`config.mk`:
```
export PLATFORM = sky130hd
export DESIGN_NAME = keccak_round_sequencer
export DESIGN_NICKNAME = d
export VERILOG_FILES = /design/src/rtl/keccak_round_sequencer.sv
export SDC_FILE = /design/constraint.sdc
export NUM_CORES = 1
export LEC_CHECK = 0
export CORE_MARGIN = 8
export CORE_UTILIZATION = 45
export CTS_CLUSTER_SIZE = 40
export DETAILED_ROUTE_END_ITERATION = 10
export GPL_TIMING_DRIVEN = 0
export MAX_ROUTING_LAYER = met4
export PLACE_DENSITY = 0.68
export SETUP_SLACK_MARGIN = 0.05
export SYNTH_ARGS = -nofsm -noshare
export SYNTH_HDL_FRONTEND = slang
export SYNTH_SLANG_ARGS = --single-unit
```
`constraint.sdc`:
```
create_clock -name i_clk -period 4.95 [get_ports i_clk]
set_input_delay 1.2375 -clock i_clk [delete_from_list [all_inputs] [get_ports i_clk]]
set_output_delay 1.2375 -clock i_clk [all_outputs]
set_load 0.01 [all_outputs]
```
`src/rtl/keccak_round_sequencer.sv`:
```
// Round/step sequencer for the permutation datapath: issues one-hot start pulses
// to the step units, waits for each done level and strobes the state write-back.
module keccak_round_sequencer #(
    parameter int NUM_ROUNDS = 24,
    parameter int NUM_STEPS  = 5,
    parameter int TIMEOUT    = 255
) (
    input  logic                 i_clk,
    input  logic                 i_rst,
    input  logic                 i_start,
    input  logic                 i_abort,
    input  logic [NUM_STEPS-1:0] i_step_done,
    output logic [NUM_STEPS-1:0] o_step_start,
    output logic [2:0]           o_sel,
    output logic                 o_load_en,
    output logic                 o_state_we,
    output logic [4:0]           o_round_idx,
    output logic                 o_busy,
    output logic                 o_done,
    output logic                 o_error
);

    typedef enum logic [2:0] {
        S_IDLE  = 3'd0,
        S_LOAD  = 3'd1,
        S_ISSUE = 3'd2,
        S_WAIT  = 3'd3,
        S_WB    = 3'd4,
        S_DONE  = 3'd5,
        S_ERR   = 3'd6
    } state_t;

    localparam logic [2:0] LAST_STEP  = 3'(NUM_STEPS - 1);
    localparam logic [4:0] LAST_ROUND = 5'(NUM_ROUNDS - 1);
    localparam logic [7:0] TMO_LIM    = 8'(TIMEOUT);

    state_t               r_state;
    logic [2:0]           r_step;
    logic [4:0]           r_round;
    logic [7:0]           r_tmo;
    logic [NUM_STEPS-1:0] r_step_start;
    logic                 r_load_en;
    logic                 r_state_we;
    logic                 r_busy;
    logic                 r_done;
    logic                 r_error;

    logic                 w_cur_done;
    logic [7:0]           w_tmo_next;

    function automatic logic [NUM_STEPS-1:0] f_onehot(input logic [2:0] idx);
        logic [NUM_STEPS-1:0] v;
        v = '0;
        for (int i = 0; i < NUM_STEPS; i++) begin
            if (idx == 3'(i)) v[i] = 1'b1;
            else              v[i] = 1'b0;
        end
        return v;
    endfunction

    function automatic logic f_bit_at(input logic [NUM_STEPS-1:0] vec, input logic [2:0] idx);
        logic b;
        b = 1'b0;
        for (int i = 0; i < NUM_STEPS; i++) begin
            if (idx == 3'(i)) b = vec[i];
            else              b = b;
        end
        return b;
    endfunction

    // Only the done level of the step currently in flight matters.
    always_comb begin
        w_cur_done = f_bit_at(i_step_done, r_step);
        w_tmo_next = (r_tmo == TMO_LIM) ? r_tmo : (r_tmo + 8'd1);
    end

    // Sequencer FSM; every output is registered alongside the state it belongs to.
    always_ff @(posedge i_clk or negedge i_rst) begin
        if (!i_rst) begin
            r_state      <= S_IDLE;
            r_step       <= 3'd0;
            r_round      <= 5'd0;
            r_tmo        <= 8'd0;
            r_step_start <= '0;
            r_load_en    <= 1'b0;
            r_state_we   <= 1'b0;
            r_busy       <= 1'b0;
            r_done       <= 1'b0;
            r_error      <= 1'b0;
        end else begin
            r_step_start <= '0;
            r_load_en    <= 1'b0;
            r_state_we   <= 1'b0;
            r_done       <= 1'b0;
            if (i_abort) begin
                r_state <= S_IDLE;
                r_busy  <= 1'b0;
                r_error <= 1'b0;
            end else begin
                case (r_state)
                    S_IDLE, S_ERR: begin
                        if (i_start) begin
                            r_state   <= S_LOAD;
                            r_load_en <= 1'b1;
                            r_busy    <= 1'b1;
                            r_error   <= 1'b0;
                            r_round   <= 5'd0;
                            r_step    <= 3'd0;
                        end
                    end
                    S_LOAD: begin
                        r_state      <= S_ISSUE;
                        r_step_start <= f_onehot(r_step);
                    end
                    S_ISSUE: begin
                        r_state <= S_WAIT;
                        r_tmo   <= 8'd0;
                    end
                    S_WAIT: begin
                        if (w_cur_done) begin
                            r_state    <= S_WB;
                            r_state_we <= 1'b1;
                        end else begin
                            r_tmo <= w_tmo_next;
                            if (w_tmo_next == TMO_LIM) begin
                                r_state <= S_ERR;
                                r_error <= 1'b1;
                                r_busy  <= 1'b0;
                            end
                        end
                    end
                    S_WB: begin
                        if (r_step != LAST_STEP) begin
                            r_step       <= r_step + 3'd1;
                            r_state      <= S_ISSUE;
                            r_step_start <= f_onehot(r_step + 3'd1);
                        end else if (r_round != LAST_ROUND) begin
                            r_step       <= 3'd0;
                            r_round      <= r_round + 5'd1;
                            r_state      <= S_ISSUE;
                            r_step_start <= f_onehot(3'd0);
                        end else begin
                            r_state <= S_DONE;
                            r_done  <= 1'b1;
                            r_busy  <= 1'b0;
                        end
                    end
                    S_DONE: begin
                        r_state <= S_IDLE;
                    end
                    default: begin
                        r_state <= S_IDLE;
                        r_busy  <= 1'b0;
                        r_error <= 1'b0;
                    end
                endcase
            end
        end
    end

    assign o_step_start = r_step_start;
    assign o_sel        = r_step;
    assign o_load_en    = r_load_en;
    assign o_state_we   = r_state_we;
    assign o_round_idx  = r_round;
    assign o_busy       = r_busy;
    assign o_done       = r_done;
    assign o_error      = r_error;

endmodule
```
==> insert_results.sql, run 1 <==
INSERT INTO impl_metrics (metric_group, metric, value, unit) VALUES
('layout', 'area_growth_syn_to_layout', '21.72', '%'),
('route', 'antenna_violating_nets_left', '0', ''),
('critical_path', 'reg2reg_setup_slack', '2.56', 'ns'),
('logic_synthesis', 'synth_edf_count', '0', ''),
('power', 'power.leakage', '0.9573', 'nW'),
('cts', 'ctsHtreeMaxLevel', '2', ''),
('logic_synthesis', 'ys_warn_count', '0', ''),
('grt', 'grt_first_pass_wirelength', '7072', 'um'),
('logic_synthesis', 'ys_async_sr_fraction', '1.000', ''),
('critical_path', 'crit-reg2reg-launch', 'o_sel[0]', ''),
('sta', 'setup_viol', '0', ''),
('critical_path', 'worst_setup_path_start_kind', 'input pin', ''),
('critical_path', 'cp_data_arrival_time', '3.08', 'ns'),
('hold_path', 'hold-path-endpoint', 'o_error', ''),
('critical_path', 'crit-reg2reg-capture', 'r_tmo[1]', ''),
('sta', 'final_hold_violation_count', '0', ''),
('sta', 'timing.final.crit_period', '2.907', 'ns'),
('route', 'avgViaCountPerCell', '5.777', ''),
('logic_synthesis', 'synth_top_cell_by_area', 'dfrtp_1', ''),
('sta', 'maxSlewHeadroom', '0.5753', ''),
('cts', 'numCtsBuffers', '5', ''),
('hold_path', 'hp-class', 'reg2reg', ''),
('sta', 'finalMaxSlewViolations', '0', ''),
('run_status', 'status', 'complete, no violations', ''),
('cts', 'number_of_gates_resized_after_cts', '0', ''),
('logic_synthesis', 'postSynthRegisterBits', '29', ''),
('sta', 'final.setup.tns', '0', 'ns'),
('floorplanning', 'num_rows', '23', ''),
('logic_synthesis', 'post_synth_main_area_contributors', 'dfrtp_1 (39%), ha_1 (8.1%), a21oi_1 (4.1%)', ''),
('cts', 'clock_insertion_delay_worst_skew', '0.28', 'ns'),
('route', 'route.final.wire_length', '4202', 'um'),
('power', 'power_per_cell_area', '354.0', 'nW/um^2'),
('grt', 'global_route.usage.total', '0.1413', ''),
('critical_path', 'timing_worst_setup_path_type', 'in2reg', ''),
('floorplanning', 'initial_utilization', '0.4641', ''),
('cts', 'clock_path_buffers', '2', ''),
('route', 'drt_pass1_iterations', '4', ''),
('sta', 'worst_pin_slew', '0.6371', 'ns'),
('logic_synthesis', 'syn_nets', '215', ''),
('grt', 'grt_antenna_before_repair', '0', ''),
('logic_synthesis', 'synthesis.instances', '194', ''),
('cts', 'post_cts_hold_buffer_count', '0', ''),
('sta', 'max_freq', '0.3440', 'GHz'),
('floorplanning', 'die_height', '80.00', 'um'),
('route', 'drt_iter0_markers', '166', ''),
('critical_path', 'rr_worst_depth', '7', ''),
('logic_synthesis', 'synth_sequential_area_ratio', '0.3938', ''),
('sta', 'timing.clock.skew', '0.007116', 'ns'),
('cts', 'cts_tree', 'built', ''),
('logic_synthesis', 'ys_dominant_reg_cell', 'dfrtp_1', ''),
('grt', 'gr-total-overflow', '0', ''),
('critical_path', 'sort_of_element_at_the_end_of_the_critical_path', 'flip-flop', ''),
('route', 'route.detailed.drc', '0', ''),
('placement', 'place.detailed.hpwl', '3133', 'um'),
('floorplanning', 'die_w', '80.00', 'um'),
('layout', 'antennaDiodeCount', '0', ''),
('placement', 'gp_congestion', '0.8905', ''),
('layout', 'final_nets', '248', ''),
('route', 'drt-wirelength-per-cell', '15.12', 'um'),
('logic_synthesis', 'postSynthAreaPerCell', '9.500', 'um^2'),
('critical_path', 'timing.critical_path.required', '5.12', 'ns'),
('cts', 'cts_sink_cnt', '29', ''),
('job', 'max-cap-violations', '0', ''),
('logic_synthesis', 'netlist_area', '1843', 'um^2'),
('layout', 'filler_cell_count', '374', ''),
('placement', 'place_inst', '270', ''),
('cts', 'clk_pin_slew_worst_paths', '0.06', 'ns'),
('sta', 'final_cycle_utilization_of_the_critical_path', '0.5872', ''),
('route', 'routed-via-count', '1606', ''),
('grt', 'grt_pass1_vias', '1546', ''),
('sta', 'setup_repair_after_global_routing_missed_its_margin', 'false', '');
==> per-stage QoR <==
stage / hold slack [ns] / instance area, um^2 / total power [mW] / utilization / worst slack (ns)
CTS: 0.5483 / 2248 / 0.8044 / 0.5662 / 2.040
global route: 0.5829 / 2243 / 0.8559 / 0.5649 / 1.939
finish: 0.5384 / 2243 / 0.7941 / 0.5649 / 2.043
global placement: 0.5348 / 2166 / 0.6126 / 0.5454 / 1.767
floorplan: 0.5187 / 1843 / 0.5214 / - / 2.381
detailed placement: 0.5298 / 2166 / 0.6151 / 0.5454 / 1.750
==> kinds of logic (layout without fill, tap and decap cells) <==
group                      Yosys count  after routing  share of synthesized area
muxes                                3              3                    0.01697
AOI/OAI and AO/OA                   55             55                     0.2261
adders and majority gates           13             13                    0.08690
buffers and inverters               16             50                    0.04073
xor gates and xnor gates             4              4                    0.01901
and+or+nand+nor                     74             74                     0.2166
DFF                                 29             29                     0.3938
==> worst max path at each step <==
stage	end	slack [ns]	depth (start not counted)
global route	r_tmo[1]	1.94	6
detailed placement	r_tmo[1]	1.75	6
global placement	r_tmo[1]	1.77	6
floorplan	r_tmo[1]	2.38	5
finish	r_tmo[1]	2.04	6
CTS	r_tmo[1]	2.04	6
==> cell usage in the layout, fill, tap and decap left out, types with 2 or more instances in the layout <==
| master | count |
|---|---|
| dfrtp_1 | 29 |
| clkdlybuf4s50_1 | 25 |
| nor2_1 | 16 |
| a21oi_1 | 15 |
| nand2_1 | 13 |
| ha_1 | 12 |
| o21ai_0 | 10 |
| inv_1 | 9 |
| nand3_1 | 8 |
| and3_1 | 8 |
| nand4_1 | 5 |
| clkbuf_8 | 5 |
| buf_2 | 4 |
| nand2b_1 | 4 |
| nor3_1 | 4 |
| a32oi_1 | 4 |
| nor2b_1 | 3 |
| clkbuf_1 | 3 |
| a21o_1 | 3 |
| xor2_1 | 3 |
| nor3b_1 | 2 |
| a22o_1 | 2 |
| o211ai_1 | 2 |
| mux2i_1 | 2 |
| nor4_1 | 2 |
| or2_1 | 2 |
| o31ai_1 | 2 |
| a41oi_1 | 2 |
| clkinv_2 | 2 |
==> synth_stat cells (4+ instances only) <==
cell type / number
nor3_1: 4
dfrtp_1: 29
nor2_1: 16
a32oi_1: 4
nand2_1: 13
ha_1: 12
nand4_1: 5
inv_1: 9
o21ai_0: 10
nand3_1: 8
and3_1: 8
nand2b_1: 4
a21oi_1: 15
==> final cells by class <==
cell class                      count  area [um^2]  area share
Buffer                              7        41.29     0.01840
Timing Repair Buffer               26        255.2      0.1138
Inverter                            9        33.78     0.01506
Tap cell                           50        62.56     0.02789
Clock buffer                        6        72.57     0.03235
Sequential cell                    29        725.7      0.3235
Clock inverter                      2        10.01    0.004462
Multi-Input combinational cell    149         1042      0.4646
==> critical path, cell delays in order <==
cell and delay (ns):
clkdlybuf4s50_1 0.46, a21oi_1 0.07, a2111oi_2 0.60, nor4_4 0.15
a221o_1 0.35, a32o_1 0.21
==> metal layers <==
| metal | vias to the layer above | part of all wire | track usage |
|---|---|---|---|
| met4 | 0 | 0.013 | 0.04909 |
| met3 | 5 | 0.044 | 0.03829 |
| li1 | 787 | - | - |
| met2 | 33 | 0.46 | 0.2126 |
| met5 | - | 0 | - |
| met1 | 781 | 0.48 | 0.1776 |
==> power by group <==
| part | switching (mW) | leakage, nW | internal (mW) |
|---|---|---|---|
| clock network | 0.0852 | 0.0450 | 0.0970 |
| registers | 0.0247 | 0.400 | 0.264 |
| logic | 0.192 | 0.512 | 0.131 |
==> sequential cells by signal, summed over array words and instances, names as in the netlist <==
name	cells
o_round_idx	5
o_load_en	1
r_tmo	8
o_state_we	1
o_sel	3
o_error	1
r_state	3
o_busy	1
o_step_start	5
o_done	1
(Power assumes the default switching activity.)
==> inputs of run 2 (changes only) <==
- PLACE_DENSITY: 0.68 -> 0.71
- clock period: 4.95 -> 2.5 ns (I/O delays scaled with it)
==> run 2 against run 1 <==
- count of clock-buffer cells in the layout did not move
- sequential share of layout area fell by 0.23 points
- sequential power rose by 98%
- highest routed layer unchanged
- critical path depth rose by 2
- die area did not move
- flip-flop and latch count did not move
- largest cell class unchanged
==> insert_results.sql, run 2 (same netlist as run 1, synthesis figures left out) <==
INSERT INTO impl_metrics (metric_group, metric, value, unit) VALUES
('run_status', 'status', 'complete, no violations', ''),
('layout', 'leading_cell_type_in_the_layout_fill_and_taps_excluded', 'dfrtp_1', ''),
('sta', 'timing.final.crit_period', '2.333', 'ns'),
('cts', 'clock_path_buffers', '2', ''),
('critical_path', 'crit-reg2reg-launch', 'o_sel[0]', ''),
('power', 'power.leakage', '0.9584', 'nW'),
('hold_path', 'hp-class', 'in2async', ''),
('cts', 'post_cts_hold_buffer_count', '0', ''),
('route', 'route.final.wire_length', '4114', 'um'),
('grt', 'grt_antenna_before_repair', '0', ''),
('sta', 'max_freq', '0.4286', 'GHz'),
('grt', 'grt_pass1_vias', '1570', ''),
('cts', 'cts_sink_cnt', '29', ''),
('sta', 'finalMaxSlewViolations', '0', ''),
('cts', 'clk_root_buffer_cell', 'clkbuf_8', ''),
('floorplanning', 'core_area', '3971', 'um^2'),
('layout', 'antennaDiodeCount', '0', ''),
('placement', 'dp_worst_setup_slack', '-0.04946', 'ns'),
('placement', 'place.detailed.hpwl', '3043', 'um'),
('cts', 'ctsHtreeMaxLevel', '2', ''),
('sta', 'final_hold_violation_count', '0', ''),
('critical_path', 'timing.critical_path.required', '2.66', 'ns'),
('layout', 'filler_cell_count', '369', ''),
('sta', 'maxSlewHeadroom', '0.5750', ''),
('layout', 'largest_register_ffs', '8', ''),
('route', 'drt-wirelength-per-cell', '14.80', 'um'),
('route', 'route.detailed.drc', '0', ''),
('critical_path', 'timing_worst_setup_path_type', 'reg2reg', ''),
('grt', 'grt_max_degree', '30', ''),
('sta', 'timing.clock.skew', '0.006081', 'ns'),
('floorplanning', 'die_height', '80.00', 'um'),
('grt', 'gr-total-overflow', '0', ''),
('cts', 'numCtsBuffers', '5', ''),
('route', 'drt_pass1_iterations', '4', ''),
('critical_path', 'path_max_fanout', '7', ''),
('sta', 'worst_pin_slew', '0.6376', 'ns'),
('power', 'finalPower', '1.601', 'mW'),
('layout', 'regMostFlops', 'r_tmo', ''),
('critical_path', 'rr_worst_depth', '8', ''),
('cts', 'clk_pin_slew_worst_paths', '0.06', 'ns'),
('critical_path', 'reg2reg_setup_slack', '0.17', 'ns'),
('floorplanning', 'die_w', '80.00', 'um'),
('grt', 'grt_first_pass_wirelength', '7024', 'um'),
('power', 'vdd_ir_drop_max', '0.3620', 'mV'),
('critical_path', 'sort_of_element_at_the_end_of_the_critical_path', 'flip-flop', ''),
('critical_path', 'worst_setup_path_start_kind', 'flip-flop', ''),
('layout', 'final_nets', '248', ''),
('power', 'power_per_cell_area', '708.5', 'nW/um^2'),
('sta', 'setup_viol', '0', ''),
('floorplanning', 'initial_utilization', '0.4641', ''),
('route', 'avgViaCountPerCell', '5.734', ''),
('layout', 'area_growth_syn_to_layout', '22.61', '%'),
('route', 'antenna_violating_nets_left', '0', ''),
('placement', 'io_buffer_count', '26', ''),
('sta', 'final.setup.worst_slack', '0.1669', 'ns'),
('layout', 'drive_above_1_share', '0.1009', ''),
('route', 'drt_iter0_markers', '137', ''),
('floorplanning', 'top_level_ports', '27', ''),
('grt', 'global_route.usage.total', '0.1397', ''),
('layout', 'finish.utilization', '0.5690', ''),
('floorplanning', 'num_rows', '23', ''),
('sta', 'final_cycle_utilization_of_the_critical_path', '0.9332', ''),
('sta', 'hold_ws', '0.3628', 'ns'),
('layout', 'mostFrequentLayoutCells', 'dfrtp_1 (29), clkdlybuf4s50_1 (25), nor2_1 (16), a21oi_1 (14), nand2_1 (13)', ''),
('sta', 'setup_repair_after_global_routing_missed_its_margin', 'false', ''),
('placement', 'gp_congestion', '0.8693', ''),
('critical_path', 'cp_data_arrival_time', '2.50', 'ns'),
('route', 'routed-via-count', '1594', ''),
('job', 'max-cap-violations', '0', ''),
('floorplanning', 'die-area', '6399', 'um^2'),
('critical_path', 'crit-reg2reg-capture', 'r_state[2]', ''),
('cts', 'clock_insertion_delay_worst_skew', '0.28', 'ns'),
('cts', 'cts_tree', 'built', '');
==> run 2: per-layer routing <==
metal  track usage  wire length (um)
met1        0.1710              1950
met5             -                 0
met4       0.06545                83
met2        0.2061              1875
met3       0.04054               205
==> run 2: worst max path at each step <==
| stage | cells past startpoint | endpoint | startpoint |
|---|---|---|---|
| after CTS | 7 | r_tmo[1] | o_sel[0] |
| after global placement | 6 | r_tmo[1] | i_step_done[1] |
| after floorplan | 7 | r_tmo[1] | o_sel[0] |
| after detailed placement | 6 | r_tmo[1] | i_step_done[1] |
| after global routing | 8 | r_tmo[3] | o_sel[0] |
| final | 8 | r_state[2] | o_sel[0] |
==> run 2: area by class of cell <==
type,instances,area [um^2],area share
repair buffers,26,255.2,0.1130
clock buffers,6,72.57,0.03212
plain buffers,7,41.29,0.01827
flip-flops and latches,29,725.7,0.3212
inverters,9,33.78,0.01495
clock inverters,2,10.01,0.004430
multi-input cells,149,1059,0.4684
well taps,50,62.56,0.02769
==> run 2: timing repair <==
action                     in CTS  in global routing
setup buffers                   0                  0
setup endpoints to repair       0                  8
resized for setup               0                  2
==> run 2: worst max-delay path, cell delays in order, from the launching register on <==
cell and delay [ns]:
dfrtp_1 0.46, inv_1 0.16, ha_1 0.30, and2_1 0.18, buf_6 0.13, o21ai_4 0.08, or2_1 0.27, o41a_1 0.44
o32a_2 0.19
==> run 2: through the flow <==
stage	area (um^2)	TNS (ns)	instances
2_1_floorplan	1843	0	194
3_3_place_gp	2166	-0.09686	270
3_5_place_dp	2166	-0.07884	270
4_1_cts	2248	0	278
5_1_grt	2260	0	278
6_report	2260	0	278
==> run 2: power breakdown <==
group / leakage (nW) / total [mW] / switching, mW / internal [mW]
clock network: 0.0450 / 0.361 / 0.169 / 0.192
logic: 0.513 / 0.669 / 0.398 / 0.271
registers: 0.400 / 0.571 / 0.0480 / 0.523
total: 0.958 / 1.60 / 0.615 / 0.986
